--- config.mk ---
export PLATFORM = sky130hd
export DESIGN_NAME = vga_core_flat
export DESIGN_NICKNAME = d
export VERILOG_FILES = /design/src/rtl/vga_if.sv /design/src/rtl/vga_core.sv /design/src/flat_wrapper.sv
export SDC_FILE = /design/constraint.sdc
export NUM_CORES = 1
export LEC_CHECK = 0
export BUFFER_PORTS_ARGS = -buffer_cell sky130_fd_sc_hd__buf_2
export CORE_MARGIN = 2
export CORE_UTILIZATION = 54
export CTS_BUF_LIST = sky130_fd_sc_hd__clkbuf_2 sky130_fd_sc_hd__clkbuf_4 sky130_fd_sc_hd__clkbuf_8
export DETAILED_ROUTE_END_ITERATION = 8
export PLACE_DENSITY = 0.78
export RECOVER_POWER = 50
export SLEW_MARGIN = 20
export SYNTH_ARGS = -nofsm -noshare
export SYNTH_HDL_FRONTEND = slang
export SYNTH_SLANG_ARGS = --single-unit
--- constraint.sdc ---
create_clock -name clk -period 2.7 [get_ports clk]
set_input_delay 0 -clock clk [delete_from_list [all_inputs] [get_ports clk]]
set_output_delay 0 -clock clk [all_outputs]
set_load 0.02 [all_outputs]
--- src/rtl/vga_if.sv ---
// vga_if: bundle of the signals driven from the VGA timing core toward the
// connector pins.
//   r, g, b        RGB332 colour (3/3/2 bits), zero while blanking
//   hs, vs         horizontal / vertical sync, active-low
//   hcount, vcount raw pixel (0..799) and line (0..524) counters
// master: the timing generator, which drives everything.
// slave : the pins or any observer, which only reads.
interface vga_if;
  logic [2:0] r;
  logic [2:0] g;
  logic [1:0] b;
  logic       hs;
  logic       vs;
  logic [9:0] hcount;
  logic [9:0] vcount;

  modport master (output r, g, b, hs, vs, hcount, vcount);
  modport slave  (input  r, g, b, hs, vs, hcount, vcount);
endinterface

--- src/rtl/vga_core.sv ---
// vga_core: 640x480@60Hz VGA timing generator with a colour-bar test pattern.
// Runs on the 50 MHz system clock. An internal divide-by-2 enable gives the
// 25 MHz pixel rate, so one pixel spans two clk cycles.
// Ports:
//   clk  in   50 MHz system clock
//   rst  in   synchronous reset, active-high
//   vga  out  vga_if.master: r/g/b (RGB332), hs/vs (active-low),
//             hcount/vcount (raw counters)
// Sync and colour are combinational decodes of the counter registers, so
// they line up with hcount/vcount with no added latency.
module vga_core #(
  parameter int H_ACTIVE = 640,
  parameter int H_FP     = 16,
  parameter int H_SYNC   = 96,
  parameter int H_BP     = 48,
  parameter int V_ACTIVE = 480,
  parameter int V_FP     = 10,
  parameter int V_SYNC   = 2,
  parameter int V_BP     = 33,
  parameter int BAR_W    = 80
) (
  input  logic  clk,
  input  logic  rst,
  vga_if.master vga
);

  localparam logic [9:0] H_ACT_L  = 10'(H_ACTIVE);
  localparam logic [9:0] H_SYNC_S = 10'(H_ACTIVE + H_FP);
  localparam logic [9:0] H_SYNC_E = 10'(H_ACTIVE + H_FP + H_SYNC);
  localparam logic [9:0] H_LAST   = 10'(H_ACTIVE + H_FP + H_SYNC + H_BP - 1);
  localparam logic [9:0] V_ACT_L  = 10'(V_ACTIVE);
  localparam logic [9:0] V_SYNC_S = 10'(V_ACTIVE + V_FP);
  localparam logic [9:0] V_SYNC_E = 10'(V_ACTIVE + V_FP + V_SYNC);
  localparam logic [9:0] V_LAST   = 10'(V_ACTIVE + V_FP + V_SYNC + V_BP - 1);
  localparam logic [9:0] BAR_W_L  = 10'(BAR_W);

  logic       pe;
  logic [9:0] h_cnt;
  logic [9:0] v_cnt;
  logic       active;
  logic [7:0] rgb;

  // Bar index selects the colour: each index bit is replicated across one
  // channel, so bar 0 is black and bar 7 is white.
  function automatic logic [7:0] bar_colour(input logic [9:0] h);
    logic [2:0] idx;
    idx = 3'(h / BAR_W_L);
    return {{3{idx[2]}}, {3{idx[1]}}, {2{idx[0]}}};
  endfunction

  // Pixel enable and raw counters
  always_ff @(posedge clk) begin
    if (rst) begin
      pe    <= 1'b0;
      h_cnt <= '0;
      v_cnt <= '0;
    end else begin
      pe <= ~pe;
      if (pe) begin
        if (h_cnt == H_LAST) begin
          h_cnt <= '0;
          v_cnt <= (v_cnt == V_LAST) ? '0 : v_cnt + 10'd1;
        end else begin
          h_cnt <= h_cnt + 10'd1;
        end
      end
    end
  end

  // Zero-latency decode of sync and colour from the counters
  always_comb begin
    active = (h_cnt < H_ACT_L) && (v_cnt < V_ACT_L);
    rgb    = active ? bar_colour(h_cnt) : 8'h00;
  end

  assign vga.hs     = ~((h_cnt >= H_SYNC_S) && (h_cnt < H_SYNC_E));
  assign vga.vs     = ~((v_cnt >= V_SYNC_S) && (v_cnt < V_SYNC_E));
  assign vga.r      = rgb[7:5];
  assign vga.g      = rgb[4:2];
  assign vga.b      = rgb[1:0];
  assign vga.hcount = h_cnt;
  assign vga.vcount = v_cnt;

endmodule

--- src/flat_wrapper.sv ---
// flat-port wrapper written by rule: the top's interface ports become plain ports
module vga_core_flat 
#(
  parameter int H_ACTIVE = 640,
  parameter int H_FP     = 16,
  parameter int H_SYNC   = 96,
  parameter int H_BP     = 48,
  parameter int V_ACTIVE = 480,
  parameter int V_FP     = 10,
  parameter int V_SYNC   = 2,
  parameter int V_BP     = 33,
  parameter int BAR_W    = 80
)
  (clk, rst, vga_r, vga_g, vga_b, vga_hs, vga_vs, vga_hcount, vga_vcount);
  vga_if vga_i ();
  input  logic clk;
  input  logic rst;
  output wire logic [$bits(vga_i.r)-1:0] vga_r;
  output wire logic [$bits(vga_i.g)-1:0] vga_g;
  output wire logic [$bits(vga_i.b)-1:0] vga_b;
  output wire logic [$bits(vga_i.hs)-1:0] vga_hs;
  output wire logic [$bits(vga_i.vs)-1:0] vga_vs;
  output wire logic [$bits(vga_i.hcount)-1:0] vga_hcount;
  output wire logic [$bits(vga_i.vcount)-1:0] vga_vcount;
  assign vga_r = vga_i.r;
  assign vga_g = vga_i.g;
  assign vga_b = vga_i.b;
  assign vga_hs = vga_i.hs;
  assign vga_vs = vga_i.vs;
  assign vga_hcount = vga_i.hcount;
  assign vga_vcount = vga_i.vcount;
  vga_core #(.H_ACTIVE(H_ACTIVE), .H_FP(H_FP), .H_SYNC(H_SYNC), .H_BP(H_BP), .V_ACTIVE(V_ACTIVE), .V_FP(V_FP), .V_SYNC(V_SYNC), .V_BP(V_BP), .BAR_W(BAR_W)) u_core (.clk(clk), .rst(rst), .vga(vga_i));
endmodule
==> flow_summary.toml <==
[power]
vdd_drop_max_mv = 0.387
p_per_area_nw_per_um2 = 367
power_uw = 505
p_leak_nw = 0.456

[die]
io_pins = 32
die_width_um = 52.4
core_um2 = 2210
start_util_pct = 57.2
die_h_um = 52.4
die-area_um2 = 2750
fp-row-count = 17

[clock_network]
hold_buffers = 0
cts.sinks = 21
clockRootBuffer = "clkbuf_4"
insertion_delay_ns = 0.30
clk_pin_slew_ns = 0.12
h-tree-depth = 1
cts_setup_buffers = 0
cts_buffers = 3
cts_buffer_depth = 2
post_cts_resized = 0
cts_tree = "done"

[place]
hpwl_um = 2070
portBuffers = 31
gp_congestion = 0.800

[synth]
synth_most_common_cell = "dfxtp_1"
synth_area_leaders = "dfxtp_1 33%, nor3_1 4.7%, xnor2_1 4.2%, a21oi_1 4.0%, ha_1 4.0%"
yosys_register_bits = 21
synth_area_per_cell_um2 = 8.01
ys_warn_count = 0
synth_edf_count = 0
synth.top_cell.area_share_pct = 33.2
yosysUniqueCellTypes = 39
yosysTopAreaCell = "dfxtp_1"
syn_area_um2 = 1270
synthFlopType = "dfxtp_1"
ys_seq_area_share_pct = 33.2
synth_common_cells = "21 x dfxtp_1, 12 x nor2_1, 12 x nor3_1"
synth_nets = 164
async_flop_share_pct = 0
synth_cells = 158

[sta]
drv_slew = 0
period_needed_ns = 2.20
fmax_mhz = 455
setup_tns_ns = 0
min_period_over_period_pct = 81.5
setup_viol = 0
rsz0062_at_grt = "no"
slew_headroom_pct = 60.2
worstMarginPinSlew_ns = 0.596
final_hold_viol_count = 0
skew_ns = 0.00288

[worst_setup_path]
rr_worst_depth = 5
r2r_setup_slack_ns = 0.50
r2r-start = "u_core.vga.hcount[0]"
critPathBufInv = 0
critPathLaunch = "u_core.vga.hcount[0]"
crit_type = "reg2reg"
cpLargestDelayFamily = "simple AND/OR/NAND/NOR gates"
crit_fanout = 11
cp_slowest_cell = "or4_4"
r2r-end = "u_core.vga.vcount[4]"
max_stage_delay_ns = 0.63
cp.required_ns = 2.88
worstPathCellList = "ha_1 -> nand2_1 -> or4_4 -> o21bai_1 -> a21oi_1"
cp.arrival_ns = 2.38
cp-end-kind = "flip-flop"
critPathLaunchType = "flip-flop"

[worst_hold_path]
min_to = "u_core.pe"
hold_class = "in2reg"
hold_depth = 2
min_from = "rst"

[drt]
wl_met1_um = 1290
vias = 1237
drt-pass1-iter-count = 4
drc = 0
highest-signal-layer = "met4"
routed_via_density = 5.95
dr_wl_met2_um = 1430
ant_nets = 0
wl_met3_um = 152
drt-total-wl_um = 2910
drt-initial-drc-count = 34
wl_per_cell_um = 14.0

[run_status]
status = "finished, final reports clean"

[global_routing]
antenna_found_initial = 0
gr-total-overflow = 0
grt_max_degree = 16
grt_pass1_wl_um = 4820
grt_pass1_vias = 1086
track_usage_pct = 23.4

[cells_and_area]
multi_input_area_um2 = 727
diodes = 0
layout-drive-gt1-share_pct = 8.89
seq_area_um2 = 420
fill_cells = 234
syn2layout_area_growth_pct = 8.60
nNetsFinal = 187
fin_util_pct = 62.2

[flow_run]
cap_violations = 0
==> cell usage in the layout (no fill, tap or decap), types with 2 or more instances in the layout <==
cell / synthesis / final
nand3_1: 8 / 8
or4_1: 3 / 3
nor4_1: 2 / 2
xor2_1: 4 / 4
inv_1: 7 / 7
xnor2_1: 6 / 6
o31ai_1: 2 / 2
nand4_1: 7 / 7
ha_1: 4 / 4
o21ai_0: 10 / 10
clkbuf_4: 0 / 4
clkbuf_1: 3 / 21
or3_1: 5 / 5
o21a_1: 2 / 2
nor2_1: 12 / 12
nor2b_1: 3 / 3
nor3_1: 12 / 12
nand2b_1: 2 / 2
a21oi_1: 10 / 10
nand2_1: 9 / 9
dfxtp_1: 21 / 21
buf_2: 2 / 10
==> worst max-delay path by stage <==
stage / slack (ns) / end / depth (start not counted)
after detailed placement: 0.53 / u_core.vga.vcount[4] / 4
after floorplan: 0.49 / u_core.vga.vcount[7] / 6
final: 0.50 / u_core.vga.vcount[4] / 5
after global routing: 0.37 / u_core.vga.vcount[9] / 4
after CTS: 0.50 / u_core.vga.vcount[4] / 5
after global placement: 0.65 / u_core.vga.vcount[7] / 4
==> power breakdown <==
group	switching (mW)	internal, mW	total, mW	leakage [nW]
registers	0.00705	0.314	0.321	0.170
clock network	0.0967	0.0677	0.164	0.0184
logic	0.0132	0.00692	0.0201	0.268
total	0.117	0.388	0.505	0.456
==> state kept, by name, summed over array words and instances (netlist names) <==
name,count
u_core.vga.hcount,10
u_core.vga.vcount,10
u_core.pe,1
==> logic make-up after synthesis <==
logic type                 count (synthesis)  synth area share, %
and+or+nand+nor                           71                 31.1
AOI/OAI and AO/OA                         30                 14.6
buffers and inverters                     21                 9.39
DFF                                       21                 33.2
xor gates and xnor gates                  10                 6.92
adders and majority gates                  4                 3.95
muxes                                      1                0.791
==> final cells by class <==
class / count / area share, %
clock buffer: 4 / 2.18
inverter: 7 / 1.91
multi-input combinational: 116 / 52.9
sequential: 21 / 30.6
tap: 28 / 2.55
timing repair buffer: 32 / 9.92
==> metal layers <==
layer / GRT usage, % / vias to the layer above
met2: 39.6 / 41
li1: - / 607
met4: 8.12 / 0
met5: 0 / -
met3: 3.43 / 7
met1: 30.1 / 582
==> through the flow <==
stage	std cells	cell area (µm²)	hold WS, ns	worst slack (ns)
5_1_grt	208	1380	0.0268	0.368
2_1_floorplan	158	1270	0.0773	0.486
3_5_place_dp	204	1370	0.330	0.532
3_3_place_gp	204	1370	0.333	0.651
6_report	208	1380	0.00523	0.500
4_1_cts	208	1400	0.0111	0.498
Note: power is estimated with default switching activity, not from simulation.
